**src/rtl/lift_scheduler.sv**
```systemverilog
// lift_scheduler
//   SCAN-policy floor scheduler and motion sequencer. Latches call buttons,
//   keeps travelling in the current direction while calls remain ahead,
//   reverses when none remain, and times inter-floor travel and door dwell
//   in units of the one-cycle `tick` strobe.
//
// Ports
//   clk        system clock, all state updates on the rising edge
//   reset      synchronous active-low reset
//   tick       one-clk-wide timing strobe from the clock divider
//   req        call buttons, bit i = floor i (level or pulse)
//   floor      current floor index
//   dir_up     current/last travel direction, 1 = up
//   moving     high while travelling up or down
//   door_open  high while the door dwell is running
//   pending    latched outstanding calls
module lift_scheduler #(
    parameter int unsigned FLOORS     = 4,
    parameter int unsigned FLOOR_W    = 2,
    parameter int unsigned MOVE_TICKS = 3,
    parameter int unsigned DOOR_TICKS = 5
) (
    input  logic               clk,
    input  logic               reset,
    input  logic               tick,
    input  logic [FLOORS-1:0]  req,
    output logic [FLOOR_W-1:0] floor,
    output logic               dir_up,
    output logic               moving,
    output logic               door_open,
    output logic [FLOORS-1:0]  pending
);

    localparam int unsigned MAXT = (MOVE_TICKS > DOOR_TICKS) ? MOVE_TICKS : DOOR_TICKS;
    localparam int unsigned TW   = (MAXT < 2) ? 1 : $clog2(MAXT);
    localparam logic [TW-1:0] MOVE_LAST = TW'(MOVE_TICKS - 1);
    localparam logic [TW-1:0] DOOR_LAST = TW'(DOOR_TICKS - 1);

    typedef enum logic [1:0] {
        IDLE,
        MOVE_UP,
        MOVE_DOWN,
        DOOR_OPEN
    } state_t;

    state_t             state;
    logic [TW-1:0]      timer;

    logic               above;
    logic               below;
    logic               beyond;      // calls further ahead of the arrival floor
    logic               arrive;      // this edge completes a one-floor move
    logic               idle_open;   // this edge opens the door from IDLE
    logic [FLOOR_W-1:0] next_floor;
    logic [FLOORS-1:0]  set_mask;
    logic [FLOORS-1:0]  clr_mask;
    logic [FLOORS-1:0]  pending_next;

    always_comb begin
        above      = 1'b0;
        below      = 1'b0;
        beyond     = 1'b0;
        next_floor = (state == MOVE_DOWN) ? floor - FLOOR_W'(1) : floor + FLOOR_W'(1);
        for (int unsigned i = 0; i < FLOORS; i++) begin
            if (pending[i]) begin
                if (FLOOR_W'(i) > floor) above = 1'b1;
                if (FLOOR_W'(i) < floor) below = 1'b1;
                if (state == MOVE_DOWN) begin
                    if (FLOOR_W'(i) < next_floor) beyond = 1'b1;
                end else begin
                    if (FLOOR_W'(i) > next_floor) beyond = 1'b1;
                end
            end
        end

        arrive    = ((state == MOVE_UP) || (state == MOVE_DOWN)) && tick && (timer == MOVE_LAST);
        idle_open = (state == IDLE) && (pending[floor] || req[floor]);

        // A current-floor press while stationary is served directly (door
        // opens or dwell reloads) instead of being latched.
        set_mask = req;
        if ((state == IDLE) || (state == DOOR_OPEN)) set_mask[floor] = 1'b0;

        // Opening the door clears that floor's call; the clear beats a
        // same-cycle press of that floor only.
        clr_mask = '0;
        if (idle_open) clr_mask[floor] = 1'b1;
        if (arrive && pending[next_floor]) clr_mask[next_floor] = 1'b1;

        pending_next = (pending | set_mask) & ~clr_mask;
    end

    always_ff @(posedge clk) begin
        if (!reset) begin
            state   <= IDLE;
            floor   <= '0;
            dir_up  <= 1'b1;
            timer   <= '0;
            pending <= '0;
        end else begin
            pending <= pending_next;
            case (state)
                IDLE: begin
                    if (idle_open) begin
                        state <= DOOR_OPEN;
                        timer <= '0;
                    end else if (above && (dir_up || !below)) begin
                        state  <= MOVE_UP;
                        dir_up <= 1'b1;
                        timer  <= '0;
                    end else if (below) begin
                        state  <= MOVE_DOWN;
                        dir_up <= 1'b0;
                        timer  <= '0;
                    end
                end
                MOVE_UP, MOVE_DOWN: begin
                    if (tick) begin
                        if (arrive) begin
                            floor <= next_floor;
                            timer <= '0;
                            if (pending[next_floor]) begin
                                state <= DOOR_OPEN;
                            end else if (!beyond) begin
                                state <= IDLE;
                            end
                        end else begin
                            timer <= timer + TW'(1);
                        end
                    end
                end
                DOOR_OPEN: begin
                    if (req[floor]) begin
                        timer <= '0;
                    end else if (tick) begin
                        if (timer == DOOR_LAST) begin
                            state <= IDLE;
                            timer <= '0;
                        end else begin
                            timer <= timer + TW'(1);
                        end
                    end
                end
                default: begin
                    state <= IDLE;
                    timer <= '0;
                end
            endcase
        end
    end

    assign moving    = (state == MOVE_UP) || (state == MOVE_DOWN);
    assign door_open = (state == DOOR_OPEN);

endmodule

```
**config.mk**
```make
export PLATFORM = sky130hd
export DESIGN_NAME = lift_scheduler
export DESIGN_NICKNAME = d
export VERILOG_FILES = /design/src/rtl/lift_scheduler.sv
export SDC_FILE = /design/constraint.sdc
export NUM_CORES = 1
export LEC_CHECK = 0
export ABC_AREA = 1
export CORE_MARGIN = 5
export CORE_UTILIZATION = 25
export CTS_BUF_LIST = sky130_fd_sc_hd__clkbuf_8 sky130_fd_sc_hd__clkbuf_16
export DETAILED_ROUTE_END_ITERATION = 8
export PLACE_DENSITY = 0.44
export SYNTH_ARGS = -nofsm -noshare
export SYNTH_HDL_FRONTEND = slang
export SYNTH_SLANG_ARGS = --single-unit
```
**constraint.sdc**
```tcl
create_clock -name clk -period 3.6 [get_ports clk]
set_input_delay 0.9 -clock clk [delete_from_list [all_inputs] [get_ports clk]]
set_output_delay 0.9 -clock clk [all_outputs]
set_load 0.02 [all_outputs]
```
# == Word-level counts from Yosys, hierarchy flattened ==
# Cells that the tools add are included.
# word_totals
output_inout_bits,9
reg_bits,12
in_bits,7
word_cells,135
# op_classes
n_bitwise,7
eq_ne,13
mux,68
n_addsub,3
reduce_logical,19
n_lt_le_gt_ge,20
# op_table
operator,n
$mux W1,39
$mux W3,8
$mux W2,11
$mux W4,3
$pmux W3 S3,1
$reduce_and A3 Y1,3
$and A4 B4 Y4,2
$gt A1 B2 Y1 const A,4
$gt A2 B2 Y1 const A,4
$lt A1 B2 Y1 const A,4
$lt A2 B2 Y1 const A,4
$ne A2 B2 Y1 const B,4
$not A4 Y4,2
$or A4 B4 Y4,2
$logic_and A1 B1 Y1,7
$reduce_and A7 Y1,1
$bmux W1 S2,3
$lt A2 B3 Y1 const B,2
$pmux W2 S3,1
$demux W1 S2,2
$eq A2 B2 Y1 const B,2
$ge A2 B1 Y1 const B,2
$logic_or A1 B1 Y1,4
$ne A4 B3 Y1 const B,1
other kinds (14),14

# == Depth between registers and ports, before layout ==
# logic_depth
word_depth,20
ltp_mapped,17
mapped_depth_nobuf,15

# == Least setup slack after synthesis ==
# Ideal clock, no wire load.
# synth_timing
path_kind,reg2reg
start,reg floor[0]
end,reg state[0]
setup_slack_ns,1.559
period_less_slack_ns,2.041
setup_time_ns,0.113
stages_incl_launch_ff,15
arrival_ns,1.928
required_ns,3.487
path_buffers,2
path_cell_list,dfxtp_1 > buf_6 > inv_6 > buf_12 > ha_1 > xnor2_1 > nand2_2 > nand3_2 > nand2_1 > inv_1 > nand2_2 > nand3_2 > nand2_1 > nand2_1 > nor2_1
# synth_via
elab_chain_len,17
word_cells_on_any_way,72
classes_between,add/sub (2); order compare (16); eq/ne (3); mux (45); reduce/logical (6)
# synth_rtl
item,line,rtl
"start, declared",27,"output logic [FLOOR_W-1:0] floor,"
"start signal, assigned",120,floor <= next_floor;
$add A2 B1 Y2 or $sub A2 B1 Y2 (tied branches),63,next_floor = (state == MOVE_DOWN) ? floor - FLOOR_W'(1) : floor + FLOOR_W'(1);
$mux W2,63,
$gt A1 B2 Y1 or $lt A1 B2 Y1 (tied branches),"71, 69",
$mux W1 (on tied branches),"71, 69",
$mux W1,68,if (state == MOVE_DOWN) begin
$mux W1,65,if (pending[i]) begin
$mux W1 (on tied branches),"71, 69",
$mux W1,68,
$mux W1,65,
$mux W1 (on tied branches),"71, 69",
$mux W1,68,
$mux W1,65,
$mux W1 (on tied branches),"71, 69",
$mux W1,68,
$mux W1,65,
$ne A3 B3 Y1 (no line),-,
$reduce_and A7 Y1 (no line),-,
"end signal, assigned",95,state <= IDLE;
"end signal, assigned",105,state <= DOOR_OPEN;
"end signal, assigned",108,state <= MOVE_UP;
"end, declared",46,state_t state;
# Several ways; a longest one is shown, not always the timed one. The select of a mux whose other input is x is not followed.
# A chain may end at the register's enable or synchronous reset.

# == Worst setup path in the final report ==
# layout_timing
start,reg state[1]
end,out moving
# layout_via
elab_chain_len,2
word_cells_on_any_way,3
classes_between,eq/ne (2); reduce/logical (1)
# layout_rtl
item,line,rtl
$eq A2 B1 Y1 or $eq A2 B2 Y1 (tied branches),152,assign moving = (state == MOVE_UP) || (state == MOVE_DOWN);
$logic_or A1 B1 Y1 *,152,
"end, declared",29,"output logic moving,"
# Every way passes the cells marked *; elsewhere a longest branch is shown, timed or not.

==> impl_results.md <==
- Maximum clock path buffer count: 2
- Comb pwr share: 0.603
- CP Capture Type: output port
- Worst-path cell chain: inv_1, ha_1, clkdlybuf4s50_1
- Final Non-Filler Cells: between 200 and 300
- Worst Tran Pin Value: 0.5482 ns
- Worst Skew: 0.005797 ns
- Mean Syn Cell Area: around 6.6 um2
- Maximum VDD drop: ~0.16 mV
- Hold_buf cts: 0
- Kind of critical path: reg2out
- H-tree level count: 1
- Placed Instances: about 260
- Met2 Usage GRT: 0.1639
- Hpwl dp: roughly 2.5 mm
- Req. time, crit path: ~2.7 ns
- Layout area overhead: 18.85%
- Area of the multi-input gates: around 830 um2
- CTS clock-pin slew for the worst setup and hold paths: 0.05 ns
- Final-report setup violation count: 0
- Die H: about 80 um
- Mapped cell area: ~0.0012 mm2
- Yosys warning count: 0
- Drt initial violations: 61
- Clk Latency, worst-skew pair: 0.25 ns
- Nets: between 200 and 250
- Clock network power share: 0.158
- Static Leak: roughly 0.65 nW
- Pre-antenna DRT Iters: 4
- Worst Hold Class: reg2reg
- RR Endpoint: state[1]
- Arrival time at the worst endpoint: between 1.5 and 2 ns
- FMAX: around 0.36 GHz
- Status: finished, final reports clean
- Delay-heaviest family, CP: buffers and inverters
- Setup Fix Bufs, Post-CTS: 0
- Cells resized by post-CTS repair: 0
- Switching Fraction: 0.4884
- Maxcap violations: 0
- Die W: roughly 80 um
- Initial core utilization: 0.2585
- Slowest stage cell, crit path: clkdlybuf4s50_1
- Reg-to-reg slack, setup: about 1.3 ns
- DRC violations left: 0
- Total grt overflow: 0
- Sequential share of power: 0.238
- Synthesized Nets: 204
- Number of global-route vias before repair: approximately 1100
- CTS buffer count: 3
- Number of I/O pins: 16
- Gr usage total: 0.1099
- Seq. cell area: about 240 um2
- CTS tree: yes
- RePlAce Congestion: roughly 0.80
- Final Cycle Share: 0.7642
- Cell row count: 25
- Core Area: 0.004723 mm2
- Worst Hold Path Cells: 2
- Setup TNS: 0 ns
- M1 GR Usage: 0.1580
- PwrDens: 559.2 mW/mm2
- Synth Instances: between 150 and 200
- Drt wl/cell: 12.24 um
- Via-to-Cell Ratio: 4.466
- GR peak layer: met2
- Internal power: a little over 400 uW
- Worst slew margin: 0.6340
- Sink Count: 12
- Largest net degree at the start of global routing: 15
- Root Buffer: clkbuf_8
- # fillers: roughly 530
- Share of cells above drive strength 1: 0.1357
- Post-DRT Antenna Nets: 0
- Detailed Route WL: ~3.3 mm
- Sequential area share after synthesis: 0.1967
- Sw Pwr: between 300 and 400 uW
- Reg2reg start: floor[0]
- RSZ-0062 raised after global routing: false
- Grt met3 use: 0.01580
- R2R cell count: 12
- Pins Over Slew Limit: 0
- Final min period: 2.751 ns
- Final Hold Viols: 0
- CP startpoint kind: flip-flop
- Worst Path Max Fanout: 9
- Die ar.: around 0.0064 mm2
- Library cells used by synthesis: 26
- PortBufs: 15
- CP peak stage delay: approximately 0.67 ns
- # diodes: 0
- Antenna violations before repair: 0
- Min-delay src: timer[2]
- Yosys reg bits: 12
- Via count: ~1200
- First-pass GRT wire length: approximately 5.4 mm
- Buf/Inv on CP: 2
- Hold EP: timer[2]
## worst max path at each step
| stage | startpoint | cells after the start | slack (ns) | end |
|---|---|---|---|---|
| after CTS | state[1] | 3 | 0.81 | moving |
| after global routing | state[1] | 3 | 0.72 | moving |
| final | state[1] | 3 | 0.85 | moving |
| after floorplan | floor[0] | 14 | 1.56 | state[0] |
| after global placement | state[1] | 3 | 1.08 | moving |
| after detailed placement | state[1] | 3 | 1.09 | moving |
## sequential cells by signal, summed over array words and instances, names as in the netlist
signal and flops:
dir_up 1, floor 2, state 2, pending 4, timer 3
## per-stage QoR
| step | utilization | area, um2 | power [mW] | setup WS [ns] | hold slack (ns) |
|---|---|---|---|---|---|
| 3_3_place_gp | 0.2985 | 1410 | 0.6983 | 1.083 | 0.5057 |
| 3_5_place_dp | 0.2985 | 1410 | 0.6908 | 1.089 | 0.5050 |
| 6_report | 0.3073 | 1451 | 0.8116 | 0.8488 | 0.5065 |
| 5_1_grt | 0.3073 | 1451 | 0.9021 | 0.7212 | 0.5380 |
| 4_1_cts | 0.3073 | 1451 | 0.8226 | 0.8120 | 0.5132 |
| 2_1_floorplan | - | 1221 | 0.5604 | 1.559 | 0.4771 |
## cell usage after synthesis, drive strengths merged
| cell | n | area [um2] |
|---|---|---|
| nand3 | 18 | 135.1 |
| xnor2 | 1 | 8.760 |
| nand4 | 1 | 6.260 |
| o21ai | 11 | 55.05 |
| o221ai | 2 | 17.52 |
| clkbuf | 1 | 13.76 |
| nor2 | 13 | 68.81 |
| nand2 | 67 | 279.0 |
| nor3 | 1 | 5.000 |
| dfxtp | 12 | 240.2 |
| o211ai | 3 | 22.52 |
| inv | 27 | 108.9 |
| xor2 | 1 | 8.760 |
| buf | 2 | 31.28 |
| a21oi | 10 | 50.05 |
| ha | 13 | 162.7 |
| nand3b | 1 | 7.510 |
## cells by family after synthesis
kind of cell,Yosys count,synth area share
AND/OR/NAND/NOR,101,0.4109
buffers and inverters,30,0.1260
AO/OA/AOI/OAI,26,0.1189
adder cells (fa/ha/maj),13,0.1332
flip-flops,12,0.1967
XOR/XNOR,2,0.01435
## per-layer routing
| metal | routed length, um | part of all wire |
|---|---|---|
| met5 | 0 | 0 |
| met4 | 50 | 0.015 |
| met3 | 174 | 0.053 |
| met2 | 1467 | 0.45 |
| met1 | 1565 | 0.48 |
## power by group through the flow
stage / clock, mW / sequential (mW) / combinational (mW)
floorplan: 0 / 0.197 / 0.363
global placement: 0 / 0.198 / 0.500
detailed placement: 0 / 0.196 / 0.494
CTS: 0.132 / 0.194 / 0.496
global route: 0.137 / 0.199 / 0.567
finish: 0.128 / 0.194 / 0.490
## cell type report
type / count / share of cell area
Multi-Input combinational cell: 142 / 0.5698
Timing Repair Buffer: 15 / 0.1034
Inverter: 27 / 0.07500
Tap cell: 67 / 0.05776
Clock buffer: 3 / 0.02845
Sequential cell: 12 / 0.1655
## cell usage in the layout (no fill, tap or decap)
cell type        instances
a21oi_1                 10
clkbuf_8                 3
clkdlybuf4s50_1         15
dfxtp_1                 12
ha_1                    13
inv_1                   24
inv_2                    1
inv_4                    1
inv_6                    1
nand2_1                 56
nand2_2                 11
nand3_1                 12
nand3_2                  4
nand3_4                  2
nand3b_1                 1
nand4_1                  1
nor2_1                   9
nor2_2                   2
nor2_4                   2
nor3_1                   1
o211ai_1                 3
o21ai_0                 11
o221ai_1                 2
xnor2_1                  1
xor2_1                   1
## worst register-to-register path: stages, from the launching register on
cell	delay [ns]
dfxtp_1	0.66
inv_6	0.14
ha_1	0.37
xnor2_1	0.33
nand2_2	0.10
nand3_2	0.12
nand2_1	0.06
inv_1	0.07
nand2_2	0.05
nand3_2	0.08
nand2_1	0.06
nand2_1	0.05
nor2_1	0.05
(Power assumes the default switching activity.)
